==> config.mk <==
export PLATFORM = sky130hd
export DESIGN_NAME = adc045_wrapper
export DESIGN_NICKNAME = d
export VERILOG_FILES = /design/src/rtl/adc045_pkg.sv /design/src/rtl/adc045_reader.sv /design/src/rtl/adc045_wrapper.sv
export SDC_FILE = /design/constraint.sdc
export NUM_CORES = 1
export LEC_CHECK = 0
export ABC_AREA = 1
export BUFFER_PORTS_ARGS = -buffer_cell sky130_fd_sc_hd__buf_4
export CAP_MARGIN = 40
export CORE_UTILIZATION = 53
export CTS_BUF_LIST = sky130_fd_sc_hd__clkbuf_16
export DETAILED_ROUTE_END_ITERATION = 10
export GPL_ROUTABILITY_DRIVEN = 0
export GPL_TIMING_DRIVEN = 1
export PLACE_DENSITY = 0.83
export RECOVER_POWER = 25
export SLEW_MARGIN = 10
export SYNTH_ARGS = -nofsm -noshare
export SYNTH_HDL_FRONTEND = slang
export SYNTH_SLANG_ARGS = --single-unit
==> constraint.sdc <==
create_clock -name clk -period 2.6 [get_ports clk]
set_clock_uncertainty 0.1 [all_clocks]
set_input_delay 0.52 -clock clk [delete_from_list [all_inputs] [get_ports clk]]
set_output_delay 0.52 -clock clk [all_outputs]
set_load 0.02 [all_outputs]
==> src/rtl/adc045_pkg.sv <==
// adc045_pkg: shared types and constants for the ADC045 control/readout front-end.
//   adc_state_e  : wrapper FSM state (IDLE, WREG, WORK)
//   WREG_OPCODE  : WREG command opcode, OR-ed with the first register address
//   WREG_BYTES   : bytes per WREG frame (opcode, count, three config bytes)
//   SAMPLE_W     : ADC sample width
package adc045_pkg;

  typedef enum logic [1:0] {
    IDLE = 2'd0,
    WREG = 2'd1,
    WORK = 2'd2
  } adc_state_e;

  localparam logic [7:0]  WREG_OPCODE = 8'h40;
  localparam int unsigned WREG_BYTES  = 5;
  localparam int unsigned WREG_BITS   = WREG_BYTES * 8;
  localparam int unsigned SAMPLE_W    = 24;

endpackage

==> src/rtl/adc045_reader.sv <==
// adc045_reader: sclk generator, streaming sample shifter and DRDY capture.
// Optional feature: define ADC045_CS_GATE_EN to pause sclk/shift/capture while cs_i=1.
// Ports:
//   clk, rst        : system clock, async active-high reset
//   clr_n_i         : active-low ADC reset request; stops sclk and clears DRDY history
//   work_mode       : streaming mode (sclk runs, samples shifted and captured)
//   wreg_mode_i     : WREG frame in progress (sclk runs only)
//   cs_i            : active-low interface enable (used only with ADC045_CS_GATE_EN)
//   drdy_i, dout_i  : ADC data-ready (async) and serial data
//   sclk_o          : serial clock, idles low
//   sclk_rise_c/_fall_c : single-cycle strobes on the clk edge where sclk_o toggles
//   ready_sample_o  : one-cycle new-sample strobe
//   sample_o        : latest captured sample
module adc045_reader
  import adc045_pkg::*;
#(
  parameter int unsigned SCLK_HALF = 4
) (
  input  logic                clk,
  input  logic                rst,
  input  logic                clr_n_i,
  input  logic                work_mode,
  input  logic                wreg_mode_i,
  input  logic                cs_i,
  input  logic                drdy_i,
  input  logic                dout_i,
  output logic                sclk_o,
  output logic                sclk_rise_c,
  output logic                sclk_fall_c,
  output logic                ready_sample_o,
  output logic [SAMPLE_W-1:0] sample_o
);

  localparam int unsigned CNT_W = $clog2(SCLK_HALF);

  logic [CNT_W-1:0]    half_cnt_q;
  logic                sclk_q;
  logic                active_c;
  logic                paused_c;
  logic                edge_c;
  logic [1:0]          drdy_sync_q;
  logic                drdy_s_c;
  logic                drdy_prev_q;
  logic                cap_c;
  logic [SAMPLE_W-1:0] shift_q;
  logic [SAMPLE_W-1:0] data_q;
  logic                ready_q;

`ifdef ADC045_CS_GATE_EN
  assign paused_c = cs_i;
`else
  logic unused_cs;
  assign unused_cs = cs_i;
  assign paused_c  = 1'b0;
`endif

  assign active_c    = (work_mode | wreg_mode_i) & clr_n_i;
  assign edge_c      = active_c & ~paused_c & (half_cnt_q == CNT_W'(SCLK_HALF - 1));
  assign sclk_rise_c = edge_c & ~sclk_q;
  assign sclk_fall_c = edge_c & sclk_q;

  // sclk generator: half-period counter; held low when idle, paused low when gated
  always_ff @(posedge clk or posedge rst) begin
    if (rst) begin
      half_cnt_q <= '0;
      sclk_q     <= 1'b0;
    end else if (!active_c) begin
      half_cnt_q <= '0;
      sclk_q     <= 1'b0;
    end else if (paused_c) begin
      sclk_q     <= 1'b0;
    end else if (edge_c) begin
      half_cnt_q <= '0;
      sclk_q     <= ~sclk_q;
    end else begin
      half_cnt_q <= half_cnt_q + CNT_W'(1);
    end
  end

  // Two-flop DRDY synchronizer
  always_ff @(posedge clk or posedge rst) begin
    if (rst) drdy_sync_q <= '0;
    else     drdy_sync_q <= {drdy_sync_q[0], drdy_i};
  end

  assign drdy_s_c = drdy_sync_q[1];
  assign cap_c    = work_mode & sclk_fall_c & drdy_s_c & ~drdy_prev_q;

  // Shift on sclk falls; a DRDY rising event latches the word instead of shifting
  always_ff @(posedge clk or posedge rst) begin
    if (rst) begin
      drdy_prev_q <= 1'b0;
      shift_q     <= '0;
      data_q      <= '0;
      ready_q     <= 1'b0;
    end else begin
      ready_q <= 1'b0;
      if (!clr_n_i) begin
        drdy_prev_q <= 1'b0;
      end else if (work_mode && sclk_fall_c) begin
        drdy_prev_q <= drdy_s_c;
        if (cap_c) begin
          data_q  <= shift_q;
          ready_q <= 1'b1;
        end else begin
          shift_q <= {shift_q[SAMPLE_W-2:0], dout_i};
        end
      end
    end
  end

  assign sclk_o         = sclk_q;
  assign ready_sample_o = ready_q;
  assign sample_o       = data_q;

endmodule

==> src/rtl/adc045_wrapper.sv <==
// adc045_wrapper: ADC045 control FSM, WREG serializer and nRST pulse generator.
// Optional feature: ADC045_CS_GATE_EN (cs gating, implemented in adc045_reader).
// Ports:
//   clk, rst            : system clock, async active-high reset
//   drdy, dout, cs      : ADC data-ready, serial data, active-low interface enable
//   din, sclk           : serial data and clock to the ADC
//   nRST, start         : ADC reset (active low) and START pin
//   hard_start          : one-cycle request to enter streaming mode
//   hard_wreg           : one-cycle request to send the WREG frame
//   rst_l_adc           : active-low ADC reset request
//   ready_sample        : one-cycle new-sample strobe
//   adc045_data         : latest sample, raw two's complement
module adc045_wrapper
  import adc045_pkg::*;
#(
  parameter int unsigned SCLK_HALF     = 4,
  parameter int unsigned RST_PULSE_CYC = 16,
  parameter logic [3:0]  WREG_ADDR     = 4'h0,
  parameter logic [7:0]  CFG0          = 8'h00,
  parameter logic [7:0]  CFG1          = 8'h00,
  parameter logic [7:0]  CFG2          = 8'h00
) (
  input  logic                clk,
  input  logic                rst,
  input  logic                drdy,
  input  logic                dout,
  input  logic                cs,
  output logic                din,
  output logic                sclk,
  output logic                nRST,
  output logic                start,
  input  logic                hard_start,
  input  logic                hard_wreg,
  input  logic                rst_l_adc,
  output logic                ready_sample,
  output logic [SAMPLE_W-1:0] adc045_data
);

  localparam int unsigned RST_CNT_W = $clog2(RST_PULSE_CYC + 1);
  localparam int unsigned BIT_CNT_W = $clog2(WREG_BITS);
  localparam logic [WREG_BITS-1:0] WREG_FRAME =
    {WREG_OPCODE | {4'h0, WREG_ADDR}, 8'h02, CFG0, CFG1, CFG2};

  adc_state_e             state_q;
  logic                   start_q;
  logic                   din_q;
  logic                   done_q;
  logic [WREG_BITS-1:0]   frame_q;
  logic [BIT_CNT_W-1:0]   bit_cnt_q;
  logic                   nrst_q;
  logic [RST_CNT_W-1:0]   rst_cnt_q;
  logic                   work_mode;
  logic                   wreg_mode;
  logic                   sclk_rise_c;
  logic                   sclk_fall_c;

  assign work_mode = (state_q == WORK);
  assign wreg_mode = (state_q == WREG);

  // nRST: low while rst_l_adc is low, released RST_PULSE_CYC cycles after it returns high
  always_ff @(posedge clk or posedge rst) begin
    if (rst) begin
      nrst_q    <= 1'b0;
      rst_cnt_q <= RST_CNT_W'(RST_PULSE_CYC);
    end else if (!rst_l_adc) begin
      nrst_q    <= 1'b0;
      rst_cnt_q <= '0;
    end else if (!nrst_q) begin
      if (rst_cnt_q == RST_CNT_W'(RST_PULSE_CYC)) nrst_q <= 1'b1;
      else                                         rst_cnt_q <= rst_cnt_q + RST_CNT_W'(1);
    end
  end

  // Control FSM; din updates on sclk rises, frame ends after the 40th fall
  always_ff @(posedge clk or posedge rst) begin
    if (rst) begin
      state_q   <= IDLE;
      start_q   <= 1'b0;
      din_q     <= 1'b0;
      done_q    <= 1'b0;
      frame_q   <= '0;
      bit_cnt_q <= '0;
    end else if (!rst_l_adc) begin
      state_q   <= IDLE;
      start_q   <= 1'b0;
      din_q     <= 1'b0;
      done_q    <= 1'b0;
    end else begin
      case (state_q)
        IDLE: begin
          if (hard_wreg) begin
            state_q   <= WREG;
            frame_q   <= WREG_FRAME;
            bit_cnt_q <= '0;
            done_q    <= 1'b0;
          end else if (hard_start) begin
            state_q <= WORK;
            start_q <= 1'b1;
          end
        end
        WREG: begin
          if (done_q) begin
            state_q <= IDLE;
            din_q   <= 1'b0;
            done_q  <= 1'b0;
          end else begin
            if (sclk_rise_c) begin
              din_q   <= frame_q[WREG_BITS-1];
              frame_q <= {frame_q[WREG_BITS-2:0], 1'b0};
            end
            if (sclk_fall_c) begin
              if (bit_cnt_q == BIT_CNT_W'(WREG_BITS - 1)) done_q    <= 1'b1;
              else                                          bit_cnt_q <= bit_cnt_q + BIT_CNT_W'(1);
            end
          end
        end
        WORK:    start_q <= 1'b1;
        default: state_q <= IDLE;
      endcase
    end
  end

  adc045_reader #(
    .SCLK_HALF(SCLK_HALF)
  ) adc_rd (
    .clk           (clk),
    .rst           (rst),
    .clr_n_i       (rst_l_adc),
    .work_mode     (work_mode),
    .wreg_mode_i   (wreg_mode),
    .cs_i          (cs),
    .drdy_i        (drdy),
    .dout_i        (dout),
    .sclk_o        (sclk),
    .sclk_rise_c   (sclk_rise_c),
    .sclk_fall_c   (sclk_fall_c),
    .ready_sample_o(ready_sample),
    .sample_o      (adc045_data)
  );

  assign din   = din_q;
  assign nRST  = nrst_q;
  assign start = start_q;

endmodule

==> results.env, run 1 <==
OUTCOME='completed'
POWER_FRAC_CLOCK=0.444
UNREPAIRED_SETUP_ENDPOINTS_AFTER_GLOBAL_ROUTING='false'
CTS_INSERTED_BUFFERS=9
POWER_DENSITY_mW_PER_MM2=691
GRT_START_MAX_NET_PINS=49
SLEW_VIOLATIONS=0
HOLD_PATH_ENDPOINT='adc_rd.drdy_sync_q[0]'
WORST_HOLD_SLACK_PS=209
HOLD_PATH_STARTPOINT='drdy'
DRT_PRE_ANTENNA_ITERS=6
AVERAGE_SIZE_OF_A_MAPPED_CELL_UM2=9.11
TIMING.SETUP.TNS_PS=0
CTSHTREEMAXLEVEL=3
P_SEQ_FRAC=0.475
SYNTH_ASYNC_SR_FLOP_SHARE=1.00
CHIPWIDTH_UM=85.8
POWER.COMBINATIONAL.FRACTION=0.081
SYNTH_WARNINGS=0
DIE_HEIGHT_UM=85.8
MET2ROUTEDLENGTH_UM=3470
HOLDPATHSTAGES=1
CLOCK-SINKS=87
CTS-ROOT-BUF='clkbuf_16'
INITIALDRTVIOLATIONCOUNT=153
CRITICALPATHCATEGORY='reg -> reg'
DIE_AREA_MM2=0.00737
CTS_TREE='yes'
INTERNAL_POWER_mW=2.24
CAP_VIOL_MAX_COUNT=0
N_ANTENNA_CELL=0
TOP_LAYER_USED='met4'
CRITPATHMAXSTAGEDELAY_PS=540
FINALNETCOUNT=459
GRT.OVERFLOW.TOTAL=0
SYNTH-SEQ-AREA-SHARE=0.585
CTS.CLK_SLEW.WORST_PATHS_PS=70
SYNTH_FP_NETS=424
DR_TOTAL_VIAS=2760
SETUP.REG_TO_REG.WORST_SLACK_PS=590
STARTPOINT='state_q[1]'
DR_DRC_COUNT=0
POST_CTS.RESIZED_INSTANCES=0
INITIAL_CORE_UTIL=0.548
CELLLEAKAGEPOWER_nW=2.06
NUMBER_OF_HOLD_SLACK_VIOLATIONS_IN_THE_FINAL_TIMING_REPORT=0
FF_LATCH_AREA_MM2=0.00218
PEAK_IR_DROP_ON_THE_VDD_NETWORK_mV=0.355
FINALWIRELENGTH_UM=6820
CRITICAL_PATH.REG2REG.ENDPOINT='frame_q[32]'
CORE_REGION_AREA_MM2=0.00679
TIMING.REG2REG.WORST_PATH_DEPTH=6
SYNTH_TOP_FLOP_CELL='dfrtp_1'
SYN_AREA_MM2=0.00373
MULTIINPUTGATEAREA_MM2=0.00121
CRITICAL_PATH_FANOUTS_MAX=16
LAYOUT_COMMONEST_CELL='nand2_1'
MAXSLEWHEADROOM=0.222
CTS_SETUP_BUFFERS=0
NETSWITCHINGPOWER_uW=777
AREA_GROWTH_PCT=17.0
HPWLAFTERDP_UM=4420
FLOORPLAN.ROWS=30
WORSTSETUPSTARTPOINTTYPE='register'
NETLIST_INSTANCES=409
FINAL_ANTENNA_NET_COUNT=0
LAYOUT-DRIVE-GT1-SHARE=0.167
ROUTE.MET3.WL_UM=145
MAX-CLOCK-PATH-BUFFERS=2
CLK_LATENCY_PS=340
TIMING.CRITICAL_PATH.REQUIRED_PS=2760
POST_DETAILED_ROUTE_WIRELENGTH_PER_CELL_UM=12.5
MAXCLOCKFREQUENCY_MHz=497
NUMBER_OF_ANTENNA_VIOLATIONS_AT_THE_FIRST_CHECK_IN_GLOBAL_ROUTING=0
CRITPATHCAPTURETYPE='register'
REG2REG_FROM='state_q[1]'
PLACE_WS_PS=629
YOSYSUNIQUECELLTYPES=28
FINAL_CRITICAL_PERIOD_PS=2010
IO_PINS=37
SYNTH_EDF_COUNT=0
BUFFER_PORTS.INSERTED=35
FILLERINSTANCES=508
FIRST_GLOBAL_VIAS=2692
GRTUSAGETOTAL=0.206
HOLDCRITPATHCLASS='in -> reg'
GRT_PASS1_WL_UM=11700
PER_CELL_VIA_COUNT_IN_THE_ROUTED_DESIGN=5.06
CRITPATHARRIVALTIME_PS=2170
LAYOUT_COMMON_CELLS='nand2_1, dfrtp_1, inv_1'
PATH_COMMON_CELL='inv_1'
CTS_HOLD_REPAIR.BUFFERS=0
FINAL_CRITICAL_PATH_SETUP_SLACK_PS=587
TIMING.CRITICAL_PATH.CELLS='inv_1 -> ha_1 -> inv_1 -> o21ai_2 -> nand2_1 -> o21ai_1'
PERIOD_SHARE=0.774
CRITPATHSLOWESTCELL='o21ai_2'
SETUP_VIOLATIONS=0
SWITCHING_SHARE_OF_POWER=0.258
WORSTMARGINPINSLEW_PS=1160
YS_FF_LATCH=87
MET1WIRELENGTH_UM=3000
## power groups by stage
stage | Sequential (mW) | Combinational [mW] | Clock [mW]
CTS | 1.43 | 0.250 | 1.35
detailed placement | 1.46 | 0.248 | 0
floorplan | 1.45 | 0.188 | 0
global placement | 1.45 | 0.237 | 0
global route | 1.44 | 0.283 | 1.40
finish | 1.43 | 0.244 | 1.34
## per-layer routing
layer | vias to the layer above | GRT usage
met5 | - | 0
met4 | 0 | 0.112
met3 | 13 | 0.0327
met2 | 40 | 0.352
met1 | 1344 | 0.253
li1 | 1363 | -
## worst max path at each step
stage                    endpoint  cells past startpoint
6_report              frame_q[32]                      6
5_1_grt               frame_q[27]                      6
4_1_cts               frame_q[27]                      6
3_5_place_dp          frame_q[27]                      6
3_3_place_gp          frame_q[29]                      6
2_1_floorplan  adc_rd.sample_o[0]                      9
## cells by family (layout without fill, tap and decap cells)
family                   after synthesis  in the layout  share of synthesized area
AND/OR/NAND/NOR                      154            154                      0.180
flip-flops                            87             87                      0.585
AO/OA/AOI/OAI                         81             81                      0.117
buffers and inverters                 78            118                     0.0903
adder cells (fa/ha/maj)                7              7                     0.0235
XOR/XNOR                               2              2                    0.00470
## registers in the layout, summed over array words and instances, names as in the netlist
name / cells
adc_rd.half_cnt_q: 2
nRST: 1
adc_rd.drdy_sync_q: 2
din: 1
adc_rd.sclk_o: 1
bit_cnt_q: 6
start: 1
frame_q: 15
adc_rd.shift_q: 24
rst_cnt_q: 5
state_q: 2
adc_rd.sample_o: 24
adc_rd.drdy_prev_q: 1
done_q: 1
adc_rd.ready_sample_o: 1
## area by class of cell
class,instances,share of cell area
flip-flops and latches,87,0.500
multi-input cells,244,0.278
repair buffers,39,0.0694
inverters,63,0.0545
clock buffers,9,0.0516
well taps,96,0.0275
clock inverters,7,0.0195
## synthesized netlist by cell type (2+ instances only)
| master | count | area (µm²) |
|---|---|---|
| ha_1 | 7 | 87.6 |
| buf_2 | 5 | 25.0 |
| nand2_1 | 106 | 398 |
| nand4_1 | 2 | 12.5 |
| o21ai_1 | 48 | 240 |
| buf_4 | 2 | 15.0 |
| buf_6 | 4 | 45.0 |
| clkbuf_1 | 4 | 15.0 |
| nand2_2 | 3 | 18.8 |
| a21oi_1 | 3 | 15.0 |
| xor2_1 | 2 | 17.5 |
| nand3_1 | 20 | 100 |
| or2_2 | 2 | 12.5 |
| nor2_1 | 13 | 48.8 |
| nand3_2 | 4 | 40.0 |
| o21ai_2 | 6 | 52.6 |
| dfrtp_1 | 86 | 2150 |
| o21ai_0 | 21 | 105 |
| inv_1 | 62 | 233 |
## metrics by stage
step           area [µm²]  cells  power (mW)  utilization
2_1_floorplan        3730    409        1.64            -
3_3_place_gp         4070    529        1.69        0.599
3_5_place_dp         4070    529        1.70        0.599
4_1_cts              4380    545        3.03        0.644
5_1_grt              4360    545        3.12        0.642
6_report             4360    545        3.01        0.642
## worst max-delay path: cells and delay by family, from the launching register on
kind	cells	cell delay, ps
AOI/OAI and AO/OA	2	640
adders and majority gates	1	340
buffers and inverters	2	330
DFF	1	410
and+or+nand+nor	1	120
Note: power is estimated with default switching activity, not from simulation.
==> run 2: changes to the inputs <==
--- a/config.mk
+++ b/config.mk
@@ -8,7 +8,7 @@
 export ABC_AREA = 1
 export BUFFER_PORTS_ARGS = -buffer_cell sky130_fd_sc_hd__buf_4
 export CAP_MARGIN = 40
-export CORE_UTILIZATION = 53
+export CORE_UTILIZATION = 56
 export CTS_BUF_LIST = sky130_fd_sc_hd__clkbuf_16
 export DETAILED_ROUTE_END_ITERATION = 10
 export GPL_ROUTABILITY_DRIVEN = 0
==> constraint.sdc (replaced) <==
create_clock -name clk -period 1.9 [get_ports clk]
set_clock_uncertainty 0.1 [all_clocks]
set_input_delay 0.38 -clock clk [delete_from_list [all_inputs] [get_ports clk]]
set_output_delay 0.38 -clock clk [all_outputs]
set_load 0.02 [all_outputs]
==> run 2 against run 1 <==
Effect of this change:
- the flow now finishes with violations (negative setup slack)
- count of clock-buffer cells in the layout unchanged
- wire length up 40%
- die area down 5.2%
- worst setup slack worse by 660 ps
- utilization up 12 points
- combinational power up 86%
- hold slack worse by 140 ps
- fmax up 1.9%
- largest power group unchanged
==> results.env, run 2 (synthesis gave the netlist of run 1 again) <==
P_SEQ_FRAC=0.461  # -0.014
BUFFER_PORTS.INSERTED=35  # unchanged
TIMING.CRITICAL_PATH.REQUIRED_PS=2030  # -730 ps
PER_CELL_VIA_COUNT_IN_THE_ROUTED_DESIGN=5.65  # +11%
GRT.OVERFLOW.TOTAL=0  # unchanged
LAYOUT-DRIVE-GT1-SHARE=0.300  # +0.133
SLEW_VIOLATIONS=0  # unchanged
SETUP_VIOLATIONS=39  # +39
CRITPATHCAPTURETYPE='register'
POWER_FRAC_CLOCK=0.433  # -0.011
CRITICAL_PATH_FANOUTS_MAX=12  # -4
CRITPATHMAXSTAGEDELAY_PS=400  # -140 ps
SETUP.REG_TO_REG.WORST_SLACK_PS=-80  # -660 ps
POWER.COMBINATIONAL.FRACTION=0.107  # +0.026
WORST_HOLD_SLACK_PS=67.2  # -142 ps
AREA_GROWTH_PCT=31.0
GRT_START_MAX_NET_PINS=49  # unchanged
FIRST_GLOBAL_VIAS=2741  # +1.8%
DIE_HEIGHT_UM=83.6  # -2.7%
HOLDCRITPATHCLASS='in -> reg'
FINAL_CRITICAL_PATH_SETUP_SLACK_PS=-75.3  # -662 ps
CLK_LATENCY_PS=340  # about the same
DR_TOTAL_VIAS=3071  # +11%
N_ANTENNA_CELL=0  # unchanged
UNREPAIRED_SETUP_ENDPOINTS_AFTER_GLOBAL_ROUTING='true'
SWITCHING_SHARE_OF_POWER=0.266  # +0.00863
LAYOUT_COMMONEST_CELL='dfrtp_1'
CRITPATHARRIVALTIME_PS=2100  # -70 ps
CELLLEAKAGEPOWER_nW=2.27  # +11%
IO_PINS=37  # unchanged
GRT_PASS1_WL_UM=12100  # +3.3%
LAYOUT_COMMON_CELLS='dfrtp_1, nand2_1, inv_1'
NETSWITCHINGPOWER_mW=1.13  # +46%
FLOORPLAN.ROWS=29  # -3.3%
CHIPWIDTH_UM=83.6  # -2.7%
POWER_DENSITY_mW_PER_MM2=872  # +26%
DESIGN_POWER_TOTAL_mW=4.26  # +41%
NUMBER_OF_ANTENNA_VIOLATIONS_AT_THE_FIRST_CHECK_IN_GLOBAL_ROUTING=0  # unchanged
DR_DRC_COUNT=0  # unchanged
CTSHTREEMAXLEVEL=3  # unchanged
CTS.CLK_SLEW.WORST_PATHS_PS=70  # about the same
MAX-CLOCK-PATH-BUFFERS=2  # unchanged
WORSTSETUPSTARTPOINTTYPE='register'
WORSTMARGINPINSLEW_PS=493  # -667 ps
CTS_TREE='yes'
PERIOD_SHARE=1.04  # +0.265
CAP_VIOL_MAX_COUNT=0  # unchanged
FINAL_CORE_UTIL=0.764  # +0.122
CTS-ROOT-BUF='clkbuf_16'
DRT_PRE_ANTENNA_ITERS=5  # -1
DIE_AREA_MM2=0.00698  # -5.2%
MAXSLEWHEADROOM=0.671  # +0.448
GRTUSAGETOTAL=0.216  # +0.0101
FINALNETCOUNT=477  # +3.9%
OUTCOME='complete, but fails checks'
PEAK_IR_DROP_ON_THE_VDD_NETWORK_mV=0.601  # +69%
CORE_REGION_AREA_MM2=0.00639  # -6.0%
INITIAL_CORE_UTIL=0.583  # +0.0350
GRT_BUSIEST_LAYER='met2'
MAXCLOCKFREQUENCY_MHz=506  # +1.9%
POST_DETAILED_ROUTE_WIRELENGTH_PER_CELL_UM=17.6  # +40%
TIMING.CRITICAL_PATH.CELLS='inv_2 -> ha_4 -> nand3_4 -> nor3_4 -> o21ai_4 -> clkbuf_16 -> nand2_1 -> o21ai_1'
INTERNAL_POWER_mW=3.12  # +40%
CTS_INSERTED_BUFFERS=9  # unchanged
FINAL_CRITICAL_PERIOD_PS=1980  # -38.2 ps
INITIALDRTVIOLATIONCOUNT=241  # +58%
CRITPATHSLOWESTCELL='dfrtp_1'
CLOCK-SINKS=87  # unchanged
FINALWIRELENGTH_UM=9550  # +40%
MET3_USAGE=0.0356  # +0.00288
GRTUSAGEMET1=0.265  # +0.0124
NUMBER_OF_HOLD_SLACK_VIOLATIONS_IN_THE_FINAL_TIMING_REPORT=0  # unchanged
CRITICALPATHCATEGORY='reg -> reg'
FAILING_CHECKS='negative setup slack'
HPWLAFTERDP_UM=4300  # -2.8%
GROUTE.LAYER.MET2.USAGE=0.363  # +0.0109
FINAL_ANTENNA_NET_COUNT=0  # unchanged
run 2: cell types whose count changed in the layout (fill, tap and decap cells not counted), sizes merged:
cell         delta
dlygate4sd3     +1
buf            +13
clkbuf          +4
clkinvlp        -1
clkinv          +2
inv             -1
run 2: layout make-up:
class | instances | area (µm²)
well taps | 77 | 96.3
inverters | 63 | 240
repair buffers | 57 | 597
clock inverters | 7 | 88.8
clock buffers | 9 | 225
multi-input cells | 244 | 1460
flip-flops and latches | 87 | 2180
fillers | 351 | 1510
run 2: metal layers:
metal / vias up / share of wire
met5: - / 0
met4: 0 / 0.044
met3: 36 / 0.040
met2: 124 / 0.52
met1: 1512 / 0.40
li1: 1399 / -
run 2: path summary, 6_finish.rpt:
check                                      start                    end  cells past startpoint
setup / recovery                      state_q[1]     adc_rd.shift_q[21]                      8
hold / removal                              drdy  adc_rd.drdy_sync_q[0]                      1
setup reg to reg                      state_q[1]     adc_rd.shift_q[21]                      8
hold reg to reg            adc_rd.drdy_sync_q[0]  adc_rd.drdy_sync_q[1]                      0
max in group asynchronous                    rst           rst_cnt_q[4]                      4
min in group asynchronous                    rst      adc_rd.shift_q[1]                      3
run 2: critical path: cells and delay by family (launching register included):
kind / cells / cell delay [ps]
flops: 1 / 400
fa+ha+maj: 1 / 280
compound gates: 2 / 270
buf+inv: 2 / 310
simple gates: 3 / 510
run 2: per-stage QoR:
step                cells  setup TNS [ps]  area [µm²]  worst slack, ps
finish                544           -1180        4880            -75.3
global route          544           -4870        4880             -165
CTS                   530               0        4430             21.2
detailed placement    513            -101        4090            -44.1
global placement      513               0        4090             82.1
floorplan             409               0        3730              161
run 2: what timing repair did:
| action | in CTS | in global routing |
|---|---|---|
| gates cloned | 0 | 9 |
| buffers inserted | 0 | 5 |
| hold buffers | 1 | 0 |
| endpoints found under the setup margin | 13 | 67 |
| hold endpoints to repair | 19 | 0 |
| pin swaps | 0 | 4 |
| resized for setup | 2 | 71 |
run 2: power by group through the flow:
stage / clock, mW / sequential [mW] / combinational [mW]
global route: 1.92 / 1.97 / 0.500
finish: 1.84 / 1.96 / 0.455
CTS: 1.82 / 1.96 / 0.365
detailed placement: 0 / 1.99 / 0.355
floorplan: 0 / 1.99 / 0.257
global placement: 0 / 1.99 / 0.337
